[src/rtl/uart_tx_sched.sv]
// uart_tx_sched: round-robin arbitration of cpu/echo bytes into a FIFO, drained into tx_engine via load pulses.
module uart_tx_sched #(
    parameter int DEPTH = 8,
    parameter int AW    = 3
) (
    input  logic          clk,
    input  logic          reset,
    input  logic          cpu_req,
    input  logic [7:0]    cpu_data,
    output logic          cpu_ack,
    input  logic          echo_req,
    input  logic [7:0]    echo_data,
    output logic          echo_ack,
    input  logic          flush,
    input  logic          txrdy,
    output logic          load,
    output logic [7:0]    out_data,
    output logic [AW:0]   count,
    output logic          empty,
    output logic          full
);
    typedef enum logic [1:0] {S_IDLE, S_LOAD, S_GUARD} state_t;

    state_t        r_state;
    logic [7:0]    r_mem [DEPTH];
    logic [AW-1:0] r_wr_ptr;
    logic [AW-1:0] r_rd_ptr;
    logic [AW:0]   r_count;
    logic          r_last_echo;
    logic          r_load;
    logic [7:0]    r_out_data;

    logic          w_ok;
    logic          w_cpu_el;
    logic          w_echo_el;
    logic          w_push;
    logic          w_pop;
    logic [7:0]    w_wdata;

    assign w_ok      = !full && !flush && !reset;
    assign w_cpu_el  = cpu_req && w_ok;
    assign w_echo_el = echo_req && w_ok;
    // On a tie, whoever was not granted last wins.
    assign cpu_ack   = w_cpu_el && (!w_echo_el || r_last_echo);
    assign echo_ack  = w_echo_el && (!w_cpu_el || !r_last_echo);
    assign w_push    = cpu_ack || echo_ack;
    assign w_wdata   = cpu_ack ? cpu_data : echo_data;
    assign w_pop     = (r_state == S_LOAD) && !flush;

    assign count     = r_count;
    assign empty     = (r_count == '0);
    assign full      = (r_count == (AW+1)'(DEPTH));
    assign load      = r_load;
    assign out_data  = r_out_data;

    always_ff @(posedge clk)
        if (w_push)
            r_mem[r_wr_ptr] <= w_wdata;

    always_ff @(posedge clk) begin
        if (reset) begin
            r_wr_ptr    <= '0;
            r_rd_ptr    <= '0;
            r_count     <= '0;
            r_last_echo <= 1'b1;
        end else if (flush) begin
            r_wr_ptr    <= '0;
            r_rd_ptr    <= '0;
            r_count     <= '0;
        end else begin
            r_wr_ptr    <= r_wr_ptr + AW'(w_push);
            r_rd_ptr    <= r_rd_ptr + AW'(w_pop);
            r_count     <= r_count + (AW+1)'(w_push) - (AW+1)'(w_pop);
            if (w_push)
                r_last_echo <= echo_ack;
        end
    end

    // GUARD swallows one cycle so a late txrdy drop from tx_engine is not mistaken for readiness.
    always_ff @(posedge clk) begin
        if (reset) begin
            r_state    <= S_IDLE;
            r_load     <= 1'b0;
            r_out_data <= 8'h00;
        end else begin
            case (r_state)
                S_IDLE:
                    if (!empty && txrdy && !flush) begin
                        r_state    <= S_LOAD;
                        r_load     <= 1'b1;
                        r_out_data <= r_mem[r_rd_ptr];
                    end
                S_LOAD: begin
                    r_state <= S_GUARD;
                    r_load  <= 1'b0;
                end
                default: begin
                    r_state <= S_IDLE;
                    r_load  <= 1'b0;
                end
            endcase
        end
    end
endmodule

[config.mk]
export PLATFORM = sky130hd
export DESIGN_NAME = uart_tx_sched
export DESIGN_NICKNAME = d
export VERILOG_FILES = /design/src/rtl/uart_tx_sched.sv
export SDC_FILE = /design/constraint.sdc
export NUM_CORES = 1
export LEC_CHECK = 0
export ABC_CLOCK_PERIOD_IN_PS = 2500
export BUFFER_PORTS_ARGS = -buffer_cell sky130_fd_sc_hd__buf_2
export CORE_MARGIN = 4
export CORE_UTILIZATION = 57
export DETAILED_ROUTE_END_ITERATION = 10
export PLACE_DENSITY = 0.8
export SYNTH_ARGS = -nofsm -noshare
export SYNTH_HDL_FRONTEND = slang
export SYNTH_SLANG_ARGS = --single-unit
[constraint.sdc]
create_clock -name clk -period 2.5 [get_ports clk]
set_input_delay 0.5 -clock clk [delete_from_list [all_inputs] [get_ports clk]]
set_output_delay 0.5 -clock clk [all_outputs]
set_load 0.01 [all_outputs]
* Word-level counts from Yosys, hierarchy flattened *
Memories as Yosys holds them, arrays and structs flattened. A register that Yosys moved wholly into a read port is not among the register bits.
Index checks and enable logic that the tools add are counted.

word-level totals
  output and inout port bits = 17
  RAM bits = 64
  bits in registers = 14
  memories kept = 1
  word-level logic and storage cells = 46

memories
  memory  depth  bits a word  read ports  clocked after Yosys merged registers in  write ports  line  source
  r_mem   8      8            1           1                                        1            25    logic [7:0] r_mem [DEPTH];

operators by class
  eq/ne operators = 3
  bitwise operators = 2
  reduce and logical (&&, ||, !) cells = 25
  add/subtract/negate cells = 4
  muxes and demuxes = 5

operators with widths
  cell                  number
  $logic_and A1 B1 Y1   9
  $mux W8               1
  $logic_not A1 Y1      7
  $add A3 B1 Y3         2
  $add A4 B1 Y4         1
  $eq A4 B4 Y1 const B  1
  $logic_not A4 Y1      1
  $pmux W2 S2           1
  $reduce_and A2 Y1     2
  $reduce_or A2 Y1      2
  $sub A4 B1 Y4         1
  $logic_or A1 B1 Y1    3
  $eq A2 B1 Y1 const B  1
  $logic_not A2 Y1      1
  $mux W1               2
  $mux W2               1
  $ne A2 B2 Y1 const B  1
  $not A1 Y1            2

* Depth between registers and ports, before layout *
Gate-level depths: netlist of run 1.

  depth after elaboration = 11
  gate-level depth with buffers = 12

* Least setup slack after synthesis of run 1 *
No wires, ideal clock.

  kind = reg2reg
  start = reg r_count[2], in the netlist count[2]
  end = reg r_count[1], in the netlist count[1]
  arrival = 2.122 ns
  setup slack = 0.263 ns
  stages on the path, launching flop included = 11
  buffers on the path = 0
  path through = dfxtp_1 -> inv_1 -> ha_1 -> nor3b_1 -> nor2_1 -> o21ai_1 -> ha_1 -> inv_1 -> ha_1 -> fa_1 -> and2_1

between the ends
  cells in the longest elaborated chain, start to end = 11
  elaborated cells between the ends (all ways) = 15
  those cells by class = add/sub (2); eq/ne (1); reduce/logical (12)

ends and longest elaborated chain
  item                                           line    source
  from (decl)                                    28      logic [AW:0] r_count;
  from (signal assigned)                         73      r_count <= r_count + (AW+1)'(w_push) - (AW+1)'(w_pop);
  $eq A4 B4 Y1 *                                 52      assign full = (r_count == (AW+1)'(DEPTH));
  net full                                       20      output logic full
  $logic_not A1 Y1 *                             40      assign w_ok = !full && !flush && !reset;
  $logic_and A1 B1 Y1 * (2 in series)            40
  $logic_and A1 B1 Y1, on equally long branches  42, 41
  $logic_not A1 Y1, on equally long branches     44, 45
  $logic_or A1 B1 Y1, on equally long branches   44, 45
  $logic_and A1 B1 Y1, on equally long branches  44, 45
  $logic_or A1 B1 Y1 *                           46      assign w_push = cpu_ack || echo_ack;
  $add A4 B1 Y4 *                                73
  $sub A4 B1 Y4 *                                73

Mark *: on every way through the listed nets, which the timed path passes. The rest lies on a longest branch.
A chain may end at the register's enable or synchronous reset.

* Worst setup path in the final report of run 1 *
  start = reg r_count[2], in the netlist count[2]
  end = out cpu_ack

between the ends
  cells in the longest elaborated chain, start to end = 8
  elaborated cells between the ends (all ways) = 9
  those cells by class = eq/ne (1); reduce/logical (8)

ends and longest elaborated chain
  item                                 line  source
  $eq A4 B4 Y1 *                       52
  $logic_not A1 Y1 *                   40
  $logic_and A1 B1 Y1 * (2 in series)  40
  $logic_and A1 B1 Y1                  42    assign w_echo_el = echo_req && w_ok;
  $logic_not A1 Y1                     44    assign cpu_ack = w_cpu_el && (!w_echo_el || r_last_echo);
  $logic_or A1 B1 Y1                   44
  $logic_and A1 B1 Y1 *                44
  to (decl)                            10    output logic cpu_ack,

Every way passes the cells marked *; elsewhere a longest branch is shown, timed or not.

==> out/results.ini, run 1 <==
[synth]
ys_ff_latch = 86
syn_nets = 234
yosysTopAreaCellShare_pct = 54.6
ys_types = 31
ys_seq_area_share_pct = 67.1
synth_warnings = 0
postSynthAreaPerCell_sq_um = 17.5
syn-cell-area_sq_mm = 0.00352
synth.area.top_cells = edfxtp_1 (55%), dfxtp_1 (13%), mux4_1 (9.0%), mux2_2 (5.1%), ha_1 (3.6%)
synth_top_area_cell = edfxtp_1
synth_cells = 201

[worst_setup_path]
cp.required_ns = 2.00
cp.arrival_ns = 1.79
r2r_slack_ns = 0.29
path_class = reg2out
worst_setup_path_end_kind = primary output
path_max_fanout = 9
start_kind = register

[clock_tree]
cts_buffer_depth = 2
root_buffer = clkbuf_8
cts_tree = yes
holdBufCountCts = 0
path_clk_slew_ns = 0.09
post_cts_buffers = 0
clock_sinks = 86
htreeDepth = 3
numCtsBuffers = 9
clk_latency_ns = 0.35
cts.repair.resized = 0

[placed_design]
numPortBuffers = 38
gp_congestion = 0.786
dp_hpwl_mm = 4.25

[global_route]
grt_pass1_wl_mm = 10.1
antenna_found_initial = 0
grt_overflow_total = 0
grt_use_total_pct = 18.9
grt_max_degree = 17
grt_pass1_vias = 1853

[drt]
drc_errors = 0
routed_wl_mm = 6.48
wl_per_cell_um = 19.1
first_pass_iters = 4
detail-route-antenna-nets = 0
drt_iter0_drc = 93
vias_per_cell = 5.47
vias = 1854

[power_and_ir_drop]
p_per_area_mw_per_mm2 = 654
pwr-share-clk_pct = 37.6
ir_drop_mv = 0.664
swShare_pct = 22.0
combPwrFrac_pct = 4.0
power_switching_w = 0.000586
cell_internal_pwr_w = 0.00208
power_frac_seq_pct = 58.4
leakagePower_nw = 1.54

[status]
status = finished clean

[floorplanning]
rows = 28
io_pins = 39
core_area_sq_mm = 0.00596
die_w_um = 86.6
die_h_um = 86.6
die_area_sq_mm = 0.00750
start_util_pct = 59.1

[timing]
fin_worst_skew_ns = 0.00714
fmax_mhz = 436
setup_viol = 0
rsz0062_at_grt = false
fin_setup_tns_ns = 0
min_period_ns = 2.29
maxSlewHeadroom_pct = 50.0
fin_crit_sh_pct = 91.8
finalHoldViolCount = 0
tightestPinTransition_ns = 0.740
drv_slew = 0

[cells_and_area]
final_common_cell = edfxtp_1
nFillCells = 414
num-nets-final = 292
syn_to_final_growth_pct = 15.5
diodes = 0
layout_common_cells = edfxtp_1 (64), buf_2 (38), dfxtp_1 (22)
fin_util_pct = 68.3
drive_gt1_share_pct = 33.7

[min_path]
hp-class = in2reg

[job]
cap_violations = 0

==> cell families (layout without fill, tap and decap cells) <==
family / count (synthesis) / in the layout / synth area share (%)
mux: 32 / 32 / 16.6
simple gates: 39 / 39 / 5.51
compound gates: 14 / 14 / 3.16
xor+xnor: 4 / 4 / 0.995
fa+ha+maj: 11 / 11 / 4.12
flops: 86 / 86 / 67.1
buf+inv: 15 / 78 / 2.52
==> power groups by stage <==
stage | Clock (W) | Sequential, W | Combinational (W)
2_1_floorplan | 0 | 0.00159 | 0.0000571
3_3_place_gp | 0 | 0.00159 | 0.000102
6_report | 0.00100 | 0.00155 | 0.000106
4_1_cts | 0.00102 | 0.00155 | 0.000107
3_5_place_dp | 0 | 0.00159 | 0.000106
5_1_grt | 0.00108 | 0.00156 | 0.000118
==> stage by stage <==
step	setup slack (ns)	hold slack [ns]	instance area (sq um)	power (W)	instances
floorplan	0.263	0.411	3520	0.00164	201
global placement	0.193	0.432	3860	0.00169	323
detailed placement	0.147	0.440	3860	0.00169	323
CTS	0.158	0.355	4070	0.00268	339
global route	0.00576	0.374	4070	0.00276	339
finish	0.205	0.377	4070	0.00266	339
==> final cells by class <==
type	count	area, sq um	share of cell area (%)
Clock buffer	9	124	3.05
Clock inverter	7	80.1	1.97
Inverter	9	33.8	0.831
Multi-Input combinational cell	100	1070	26.3
Sequential cell	86	2360	58.1
Tap cell	75	93.8	2.31
Timing Repair Buffer	53	303	7.44
==> routing by layer <==
layer  vias to the layer above  global-route usage (%)  part of all wire, %
met2                        47                    30.9                   50
met1                       899                    24.7                   44
met3                         8                    2.85                  3.8
li1                        900                       -                    -
met4                         0                    9.77                  1.7
met5                         -                       0                    0
==> worst max-delay path, cell delays in order (launching register included) <==
cell and delay [ns]:
dfxtp_1 0.32, inv_1 0.10, ha_1 0.15, nor3b_1 0.24
nor2_1 0.10, nand3_1 0.12, buf_4 0.22, inv_1 0.05
buf_2 0.13
==> state kept, by name (all words and copies together) (netlist names) <==
name         cells
r_last_echo      1
r_mem           64
r_state          2
load             1
r_wr_ptr         3
r_rd_ptr         3
count            4
out_data         8
==> cells in the mapped netlist <==
library cell / instances
xnor2_1: 4
buf_12: 1
o21ai_1: 1
or2_1: 1
nor3b_1: 1
and3_1: 1
ha_1: 10
buf_6: 2
inv_1: 9
mux4_2: 4
fa_1: 1
nand2b_1: 5
a21o_1: 1
and2_1: 6
edfxtp_1: 64
nor3_1: 2
a211o_1: 1
nand2_1: 4
mux4_1: 12
buf_2: 1
nor4_1: 1
and4_1: 1
a41oi_1: 1
mux2_2: 16
nand3_1: 1
a21oi_1: 1
clkbuf_1: 2
a22o_1: 8
dfxtp_1: 22
a31oi_1: 1
nor2_1: 16
==> worst paths after layout <==
kind / startpoint / end / cells after the start
max: count[2] / cpu_ack / 8
min: reset / r_state[1] / 2
max reg2reg: count[2] / count[2] / 11
min reg2reg: r_state[1] / load / 1
No activity file was read; power rests on OpenSTA's default activity.
==> inputs of run 2 (changes only) <==
--- a/config.mk
+++ b/config.mk
@@ -7,7 +7,7 @@
 export LEC_CHECK = 0
 export ABC_CLOCK_PERIOD_IN_PS = 2500
 export BUFFER_PORTS_ARGS = -buffer_cell sky130_fd_sc_hd__buf_2
-export CORE_MARGIN = 4
+export CORE_MARGIN = 10
 export CORE_UTILIZATION = 57
 export DETAILED_ROUTE_END_ITERATION = 10
 export PLACE_DENSITY = 0.8
==> out/results.ini, run 2 (same netlist as run 1, synthesis figures left out) <==
[global_route]
grt_overflow_total = 0  ; unchanged
antenna_found_initial = 0  ; unchanged
grt_use_total_pct = 13.5  ; -5.4 points
grt_pass1_wl_mm = 10.1  ; -0.54%
grt_max_degree = 16  ; -1
grt_pass1_vias = 1915  ; +3.3%

[cells_and_area]
fin_util_pct = 67.5  ; -0.78 points
final_common_cell = edfxtp_1
top_register = r_mem
syn_to_final_growth_pct = 14.2
final_cell_area_sq_mm = 0.00402  ; -1.1%
diodes = 0  ; unchanged
largest_reg_flops = 64  ; unchanged
num-nets-final = 290  ; -0.68%
layout_common_cells = edfxtp_1 (64), buf_2 (38), dfxtp_1 (22)
drive_gt1_share_pct = 33.2  ; -0.51 points

[placed_design]
gp_congestion = 0.787  ; +0.13%
placed_cell_area_sq_mm = 0.00385  ; -0.39%
numPortBuffers = 38  ; unchanged
dp_hpwl_mm = 4.42  ; +4.0%

[drt]
detail-route-antenna-nets = 0  ; unchanged
wl_per_cell_um = 18.9  ; -0.99%
routed_wl_mm = 6.37  ; -1.6%
drt_iter0_drc = 110  ; +18%
drc_errors = 0  ; unchanged
vias_per_cell = 5.60  ; +2.4%
first_pass_iters = 4  ; unchanged
vias = 1888  ; +1.8%

[worst_setup_path]
worst_setup_path_end_kind = primary output
r2r_slack_ns = 0.32  ; +0.03 ns
start_kind = register
slowest_delay_ns = 0.31  ; about the same
worst_path_max_delay_cell = dfxtp_1
critPathLaunch = count[2]
path_max_fanout = 10  ; +1
path_class = reg2out
reg2reg_from = count[2]
path_buf_inv = 4  ; unchanged
critPathMostFrequentCell = inv_1
critical_path.top_delay_family = buffers and inverters
cp.arrival_ns = 1.74  ; -0.05 ns
crit_chain = inv_1 -> ha_1 -> nor3b_1 -> nor2_1 -> nand3_1 -> buf_4 -> inv_1 -> buf_2
cp.required_ns = 2.00  ; about the same

[clock_tree]
root_buffer = clkbuf_8
path_clk_slew_ns = 0.08  ; about the same
htreeDepth = 3  ; unchanged
post_cts_buffers = 0  ; unchanged
cts_tree = yes
cts_buffer_depth = 2  ; unchanged
cts.repair.resized = 0  ; unchanged
clock_sinks = 86  ; unchanged
clk_latency_ns = 0.34  ; about the same
holdBufCountCts = 0  ; unchanged
numCtsBuffers = 9  ; unchanged

[timing]
fmax_mhz = 446  ; +2.3%
setup_viol = 0  ; unchanged
fin_setup_tns_ns = 0  ; unchanged
finalHoldViolCount = 0  ; unchanged
drv_slew = 0  ; unchanged
rsz0062_at_grt = false
fin_crit_sh_pct = 89.7  ; -2.1 points
maxSlewHeadroom_pct = 54.4  ; +4.4 points
min_period_ns = 2.24  ; -0.0516 ns
fin_worst_skew_ns = 0.00810  ; +0.000959 ns
whs_ns = 0.372  ; -0.00505 ns
tightestPinTransition_ns = 0.675  ; -0.0644 ns

[floorplanning]
die_h_um = 98.6  ; +14%
core_area_sq_mm = 0.00596  ; unchanged
die_area_sq_mm = 0.00972  ; +30%
start_util_pct = 59.1  ; unchanged
rows = 28  ; unchanged
die_w_um = 98.6  ; +14%
io_pins = 39  ; unchanged

[min_path]
hp-class = in2reg
hold_start = reset

[power_and_ir_drop]
ir_drop_mv = 0.409  ; -38%
p_per_area_mw_per_mm2 = 625  ; -4.5%
leakagePower_nw = 1.51  ; -1.9%
finalPower_w = 0.00251  ; -5.6%

[job]
cap_violations = 0  ; unchanged

[status]
status = finished clean

-- run 2: through the flow --
step | cells | setup slack, ns
after global placement | 321 | 0.193
after detailed placement | 321 | 0.157
after global routing | 337 | 0.0429
after floorplan | 201 | 0.263
after CTS | 337 | 0.220
final | 337 | 0.257
-- run 2: final cells by class --
type                       instances  area [sq um]
timing repair buffer              51           288
inverter                           9          33.8
tap                               75          93.8
fill                             417          1930
sequential                        86          2360
clock inverter                     7          48.8
multi-input combinational        100          1070
clock buffer                       9           124
-- run 2: worst paths after layout --
check | to | cells after the start
setup / recovery | cpu_ack | 8
hold / removal | r_state[1] | 2
setup reg to reg | count[2] | 11
hold reg to reg | load | 1
-- run 2: worst register-to-register path: cells and delay by family, from the launching register on --
kind	cells	cell delay [ns]
AND/OR/NAND/NOR	3	0.35
AO/OA/AOI/OAI	1	0.11
flip-flops	1	0.33
buffers and inverters	2	0.11
XOR/XNOR	1	0.14
adder cells (fa/ha/maj)	4	1.05
-- run 2: where the power goes --
| part | internal [W] | total [W] | switching [W] |
|---|---|---|---|
| combinational | 0.0000467 | 0.000107 | 0.0000604 |
| sequential | 0.00155 | 0.00155 | 0.00000463 |
| clock | 0.000362 | 0.000852 | 0.000490 |
-- run 2: layer usage --
metal / track usage [%] / share of wire, % / up-vias
met5: 0 / 0 / -
met4: 4.41 / 0.97 / 0
met3: 5.10 / 6.9 / 8
met2: 21.4 / 49 / 59
met1: 16.6 / 44 / 921
li1: - / - / 900
